**src/rtl/fifo_uart_tx.sv**
```systemverilog
// UART transmitter that pulls bytes from an upstream FIFO and serialises them.
// Frame: start bit, 8 data bits LSB first, optional even parity bit, 1-2 stop bits.
`timescale 1ns/1ps
module fifo_uart_tx #(
    parameter int CLKS_PER_BIT = 16,
    parameter int PARITY_EN    = 0,
    parameter int STOP_BITS    = 1
) (
    input  logic       clk,
    input  logic       rst,
    input  logic       in_enable,
    input  logic [7:0] in_fifo_data,
    input  logic       in_fifo_empty,
    output logic       out_fifo_read,
    output logic       out_tx,
    output logic       out_busy,
    output logic       out_frame_done
);

    localparam int CNT_W = (CLKS_PER_BIT > 1) ? $clog2(CLKS_PER_BIT) : 1;
    localparam logic [CNT_W-1:0] BAUD_LAST = CNT_W'(CLKS_PER_BIT - 1);
    localparam logic STOP_LAST = 1'(STOP_BITS - 1);

    typedef enum logic [2:0] {
        IDLE,
        FETCH,
        START,
        DATA,
        PARITY,
        STOP
    } state_t;

    state_t           state, state_nxt;
    logic [CNT_W-1:0] baud_cnt, baud_nxt;
    logic [2:0]       bit_idx, idx_nxt;
    logic             stop_cnt, stop_nxt;
    logic [7:0]       shift_reg, shift_nxt;
    logic             parity_bit, parity_nxt;
    logic             tx_nxt, rd_nxt, busy_nxt, done_nxt;
    logic             baud_last;

    function automatic logic even_parity(input logic [7:0] d);
        return ^d;
    endfunction

    always_ff @(posedge clk or posedge rst) begin
        if (rst) begin
            state          <= IDLE;
            baud_cnt       <= '0;
            bit_idx        <= '0;
            stop_cnt       <= 1'b0;
            shift_reg      <= '0;
            parity_bit     <= 1'b0;
            out_tx         <= 1'b1;
            out_fifo_read  <= 1'b0;
            out_busy       <= 1'b0;
            out_frame_done <= 1'b0;
        end else begin
            state          <= state_nxt;
            baud_cnt       <= baud_nxt;
            bit_idx        <= idx_nxt;
            stop_cnt       <= stop_nxt;
            shift_reg      <= shift_nxt;
            parity_bit     <= parity_nxt;
            out_tx         <= tx_nxt;
            out_fifo_read  <= rd_nxt;
            out_busy       <= busy_nxt;
            out_frame_done <= done_nxt;
        end
    end

    assign baud_last = (baud_cnt == BAUD_LAST);

    always_comb begin
        state_nxt  = state;
        baud_nxt   = baud_cnt;
        idx_nxt    = bit_idx;
        stop_nxt   = stop_cnt;
        shift_nxt  = shift_reg;
        parity_nxt = parity_bit;

        case (state)
            // The read pulse is issued while still in IDLE; FETCH follows it.
            IDLE: begin
                if (out_fifo_read) state_nxt = FETCH;
            end
            FETCH: begin
                state_nxt  = START;
                shift_nxt  = in_fifo_data;
                parity_nxt = even_parity(in_fifo_data);
                baud_nxt   = '0;
            end
            START: begin
                if (baud_last) begin
                    state_nxt = DATA;
                    baud_nxt  = '0;
                    idx_nxt   = '0;
                end else begin
                    baud_nxt = baud_cnt + CNT_W'(1);
                end
            end
            DATA: begin
                if (baud_last) begin
                    baud_nxt = '0;
                    if (bit_idx == 3'd7) begin
                        state_nxt = (PARITY_EN != 0) ? PARITY : STOP;
                        stop_nxt  = 1'b0;
                    end else begin
                        idx_nxt   = bit_idx + 3'd1;
                        shift_nxt = {1'b0, shift_reg[7:1]};
                    end
                end else begin
                    baud_nxt = baud_cnt + CNT_W'(1);
                end
            end
            PARITY: begin
                if (baud_last) begin
                    state_nxt = STOP;
                    baud_nxt  = '0;
                    stop_nxt  = 1'b0;
                end else begin
                    baud_nxt = baud_cnt + CNT_W'(1);
                end
            end
            STOP: begin
                if (baud_last) begin
                    baud_nxt = '0;
                    if (stop_cnt == STOP_LAST) state_nxt = IDLE;
                    else                       stop_nxt  = stop_cnt + 1'b1;
                end else begin
                    baud_nxt = baud_cnt + CNT_W'(1);
                end
            end
            default: state_nxt = IDLE;
        endcase
    end

    // Outputs are registered, so they are derived from the next-state values.
    always_comb begin
        case (state_nxt)
            START:   tx_nxt = 1'b0;
            DATA:    tx_nxt = shift_nxt[0];
            PARITY:  tx_nxt = parity_nxt;
            default: tx_nxt = 1'b1;
        endcase
        rd_nxt   = (state_nxt == IDLE) && in_enable && !in_fifo_empty;
        busy_nxt = (state_nxt != IDLE);
        done_nxt = (state_nxt == STOP) && (stop_nxt == STOP_LAST) && (baud_nxt == BAUD_LAST);
    end

endmodule

```
**config.mk**
```make
export PLATFORM = sky130hd
export DESIGN_NAME = fifo_uart_tx
export DESIGN_NICKNAME = d
export VERILOG_FILES = /design/src/rtl/fifo_uart_tx.sv
export SDC_FILE = /design/constraint.sdc
export NUM_CORES = 1
export LEC_CHECK = 0
export ABC_AREA = 1
export BUFFER_PORTS_ARGS = -buffer_cell sky130_fd_sc_hd__buf_2
export CORE_ASPECT_RATIO = 1.5
export CORE_MARGIN = 2
export CORE_UTILIZATION = 62
export CTS_CLUSTER_SIZE = 40
export DETAILED_ROUTE_END_ITERATION = 7
export PLACE_DENSITY_LB_ADDON = 0.25
export SLEW_MARGIN = 20
export SYNTH_ARGS = -nofsm -noshare
export SYNTH_HDL_FRONTEND = slang
export SYNTH_SLANG_ARGS = --single-unit
```
**constraint.sdc**
```tcl
create_clock -name clk -period 3.95 [get_ports clk]
set_input_delay 0.1975 -clock clk [delete_from_list [all_inputs] [get_ports clk]]
set_output_delay 0.1975 -clock clk [all_outputs]
set_load 0.01 [all_outputs]
```
==> qor.yml, run 1 <==
rrSetupSlack_ps: 2250
r2r_start: "baud_cnt[0]"
min_period_over_period: 0.430
avgSynthCellArea_um2: 7.50
largest_register_ffs: 8
fillers: 191
dp.final_hpwl_um: 2380
crit_path_end_kind: "flop"
overflow: 0
syn_nets: 219
n_antenna_cell: 0
drt_iter0_markers: 37
min_to: "out_fifo_read"
synth_top_cell_by_area: "dfrtp_1"
slew_headroom: 0.399
port-buffer-count: 15
dieArea_mm2: 0.00286
hold_buffers: 0
via_per_inst: 5.49
grt_usage: 0.250
worst_path_largest_cell_delay_ps: 440
status: "finished clean"
powerDensity_mw_per_mm2: 612
synth-seq-cells: 24
cts_root_buf: "clkbuf_4"
antenna_left: 0
worstReg2RegEnd: "out_frame_done"
grt_pass1_vias: 1315
row_count: 21
finalHoldViolations: 0
initial_core_util: 0.663
fmax_mhz: 589
start_kind: "flop"
clkTransAtPathRegs_ps: 140
synth_top_flop_cell: "dfrtp_1"
cts.path.max_buffers: 2
period_needed_ps: 1700
worst-endpoint-arrival_ps: 1960
min-delay-start: "in_fifo_empty"
path_common_cell: "nor2_1"
crit_buf_inv: 0
final.setup_skew_ps: 2.86
h-tree-depth: 1
final_util: 0.726
synth_area_mm2: 0.00152
dr.pass1.iters: 4
power_leakage_nw: 0.914
critPathSlowestCell: "dfrtp_1"
grt_max_degree: 25
ys.warnings.count: 0
cap_viol_max_count: 0
synth_area_leaders: "dfrtp_1, nand2_1, inv_1, nand3_1, ha_1"
seq_area_frac_synth: 0.397
clock_sinks: 24
cts_made_buffers: 3
die_y_um: 64.5
path_delay_family: "simple AND/OR/NAND/NOR gates"
crit_fanout: 4
async_reset_ff_frac: 1.00
grt_pass1_wl_um: 5400
finalSetupViolCount: 0
die_w_um: 44.4
tns_ps: 0
path_cells: "ha_1, nand3_2, nor2_1, nand2_1, nand3_1, nand2_2, nor2_1, nand2_1, nor2_1"
antenna_found_initial: 0
worst_slew_pin_slew_ps: 900
cts_tree: "built"
path_class: "reg -> reg"
vdd_drop_max_uv: 321
hp-class: "in -> reg"
required_ps: 4220
drcViolationCount: 0
power.total_mw: 1.02
vias: 1333
core_mm2: 0.00229
post_cts_buffers: 0
ios: 16
final_layout_size_suffix_gt1_frac: 0.209
layout.nets: 238
clk_latency_ps: 320
timing.final.max_slew_violations: 0
rsz0062_at_grt: "false"
holdPathStages: 2
cts-resized-gates: 0
rr_worst_depth: 9
syn-instance-count: 202
drt_wl_total_um: 3030
syn_to_final_growth_pct: 9.58
synth_cell_types: 27
wl_per_cell_um: 12.5
synth.top_cell.area_share: 0.380
place.gp.congestion: 0.949
synth_edf_count: 0
[area by class of cell]
class | instances | area (um2) | share of cell area
Timing Repair Buffer | 15 | 75.1 | 0.0452
Clock buffer | 3 | 22.5 | 0.0136
Inverter | 35 | 134 | 0.0806
Multi-Input combinational cell | 142 | 768 | 0.463
Sequential cell | 24 | 602 | 0.362
Tap cell | 23 | 28.8 | 0.0173
Clock inverter | 1 | 30.0 | 0.0181
[layout by cell type, fill, tap and decap left out, types with 2 or more instances in the layout]
master	count
nand2_1	68
inv_1	30
dfrtp_1	23
nor2_1	16
buf_2	15
nand3_1	13
nand2_2	5
o21ai_0	5
o211ai_1	5
ha_1	5
nand3_2	4
inv_2	4
nor2_4	4
clkbuf_4	3
nand4_1	2
o21ai_1	2
o21ai_2	2
o221ai_1	2
nand2_4	2
[layer usage]
metal,vias up,global-route usage,share of wire
li1,662,-,-
met1,617,0.285,0.39
met2,47,0.463,0.55
met3,7,0.0279,0.035
met4,0,0.0833,0.016
met5,-,0,0
[cells by family after synthesis]
group / synth area share
fa+ha+maj: 0.0413
xor+xnor: 0.0116
compound gates: 0.0760
simple gates: 0.378
buf+inv: 0.0958
flops: 0.397
[cell usage after synthesis (2+ instances only)]
master / count
inv_1: 30
o21ai_2: 2
nand2_1: 68
nor2_4: 4
dfrtp_1: 23
o21ai_0: 5
ha_1: 5
o21ai_1: 2
inv_2: 4
nand4_1: 2
nor2_1: 16
o221ai_1: 2
o211ai_1: 5
nand3_2: 4
nand2_4: 2
nand2_2: 5
nand3_1: 13
[how the worst max path moves through the flow]
stage          cells past startpoint  slack, ps         from              to
2_1_floorplan                     12       2500  baud_cnt[0]          out_tx
3_3_place_gp                      12       2370  baud_cnt[0]          out_tx
3_5_place_dp                      12       2300  baud_cnt[0]          out_tx
4_1_cts                           12       2260  baud_cnt[0]          out_tx
5_1_grt                           10       2110  baud_cnt[0]          out_tx
6_report                           9       2250  baud_cnt[0]  out_frame_done
[power by group]
part           switching (mW)  leakage [nW]  internal [mW]
clock network          0.0779        0.0279          0.103
registers              0.0770         0.302          0.343
logic                   0.258         0.585          0.158
total                   0.413         0.914          0.604
[stage by stage]
stage,hold slack (ps),cell area (um2),instances,worst slack (ps)
after floorplan,211,1520,202,2500
after global placement,359,1610,239,2370
after detailed placement,364,1610,239,2300
after CTS,13.3,1660,243,2260
after global routing,8.38,1660,243,2110
final,9.75,1660,243,2250
Note: power is estimated with default switching activity, not from simulation.
==> run 2, diff against run 1 <==
--- a/config.mk
+++ b/config.mk
@@ -9,7 +9,7 @@
 export BUFFER_PORTS_ARGS = -buffer_cell sky130_fd_sc_hd__buf_2
 export CORE_ASPECT_RATIO = 1.5
 export CORE_MARGIN = 2
-export CORE_UTILIZATION = 62
+export CORE_UTILIZATION = 58
 export CTS_CLUSTER_SIZE = 40
 export DETAILED_ROUTE_END_ITERATION = 7
 export PLACE_DENSITY_LB_ADDON = 0.25
==> constraint.sdc (replaced) <==
create_clock -name clk -period 1.7 [get_ports clk]
set_input_delay 0.085 -clock clk [delete_from_list [all_inputs] [get_ports clk]]
set_output_delay 0.085 -clock clk [all_outputs]
set_load 0.01 [all_outputs]
==> run 2 against run 1 <==
  * Non-clock buffer count rose by 8
  * Total power rose by 120%
  * Utilization fell by 3.7 points
  * Via count rose by 1.9%
  * Clock skew rose by 5.7 ps
  * Largest power group is now combinational cells
  * Highest routed layer unchanged
==> qor.yml, run 2 (synthesis results as in run 1) <==
period_needed_ps: 1620
place.gp.congestion: 0.971
combPwrFrac: 0.464
dp.final_hpwl_um: 2530
drt_wl_total_um: 3140
holdPathStages: 2
die_y_um: 66.6
n_antenna_cell: 0
hp-class: "in -> reg"
initial_core_util: 0.612
cts_tree: "built"
min_to: "out_fifo_read"
timing.final.max_slew_violations: 0
port-buffer-count: 15
grt_max_degree: 17
slew_headroom: 0.600
drt_iter0_markers: 44
die_w_um: 45.7
worst-endpoint-arrival_ps: 1820
clockPowerShare: 0.113
overflow: 0
rsz0062_at_grt: "true"
dr.pass1.iters: 4
r2r_start: "bit_idx[0]"
clk_latency_ps: 310
switchingPower_uw: 979
layout.nets: 246
final_cell_mix: "nand2_1, inv_1, dfrtp_1"
antenna_found_initial: 0
rrSetupSlack_ps: 80
vias: 1358
core_mm2: 0.00248
cap_viol_max_count: 0
power_leakage_nw: 0.936
clock_sinks: 24
fillers: 215
cts_root_buf: "clkbuf_4"
h-tree-depth: 1
start_kind: "flop"
p_seq_frac: 0.423
layout_commonest_cell: "nand2_1"
crit_fanout: 6
rr_worst_depth: 9
row_count: 22
sw_frac_of_total: 0.429
path_class: "reg -> reg"
final_layout_size_suffix_gt1_frac: 0.237
clkTransAtPathRegs_ps: 130
finalHoldWorstSlack_ps: 10.5
cts.path.max_buffers: 2
dpl.cell_count: 243
drcViolationCount: 0
grt_pass1_wl_um: 5370
cts_made_buffers: 3
grt_usage: 0.238
finalWorstSetupSlack_ps: 81.1
wl_per_cell_um: 12.4
ios: 16
final_cell_count_no_fill: 252
place_ws_ps: 84.0
min_period_over_period: 0.952
syn_to_final_growth_pct: 12.6
antenna_left: 0
powerDensity_mw_per_mm2: 1340
final.setup_skew_ps: 8.55
vdd_drop_max_uv: 669
power.total_mw: 2.28
finalHoldViolations: 0
p_int_mw: 1.30
finalSetupViolCount: 0
status: "finished clean"
min-delay-start: "in_enable"
largest_register_ffs: 8
required_ps: 1900
fmax_mhz: 618
grt_pass1_vias: 1335
worst_slew_pin_slew_ps: 599
via_per_inst: 5.39
crit_path_end_kind: "flop"
dieArea_mm2: 0.00305
worstReg2RegEnd: "shift_reg[3]"
run 2: critical path, cell delays in order, from the launching register on:
cell,delay (ps)
dfrtp_1,420
ha_1,210
ha_1,200
inv_2,100
nand3_2,120
inv_4,110
nor2_4,60
buf_4,140
nand2_1,60
o221ai_1,100
run 2: area by class of cell:
class                           instances  area (um2)  share of cell area
Clock buffer                            4        26.3              0.0154
Timing Repair Buffer                   23         140              0.0821
Sequential cell                        24         602               0.353
Multi-Input combinational cell        142         774               0.454
Tap cell                               24        30.0              0.0176
Inverter                               35         134              0.0784
run 2: per-stage QoR:
stage | setup TNS [ps] | area, um2 | utilization
final | 0 | 1710 | 0.689
after global routing | -13.4 | 1710 | 0.689
after CTS | 0 | 1680 | 0.677
after detailed placement | 0 | 1630 | 0.659
after global placement | 0 | 1630 | 0.659
after floorplan | 0 | 1520 | -
run 2: what timing repair did:
item	in CTS	in global routing
setup endpoints to repair	0	2
endpoints found under the hold margin	15	0
gates resized for setup	0	3
buffers inserted	0	3
hold buffers	2	0
run 2: worst max path at each step:
stage	cells past startpoint	end	slack (ps)	from
final	9	shift_reg[3]	80	bit_idx[0]
after global routing	10	out_tx	-10	baud_cnt[0]
after CTS	10	out_tx	60	baud_cnt[0]
after detailed placement	10	out_tx	80	baud_cnt[0]
after global placement	10	out_tx	120	baud_cnt[0]
after floorplan	12	out_tx	250	baud_cnt[0]
run 2: power groups by stage:
stage	registers, mW	clock network (mW)	logic, mW
final	0.966	0.259	1.06
after global routing	0.984	0.297	1.19
after CTS	0.955	0.257	1.02
after detailed placement	0.966	0	1.02
after global placement	0.956	0	0.971
after floorplan	0.958	0	0.764
run 2: layer usage:
metal	global-route usage	vias to the layer above	share of wire
met3	0.0298	8	0.034
met1	0.250	623	0.39
li1	-	682	-
met4	0.111	0	0.027
met5	0	-	0
met2	0.442	45	0.54
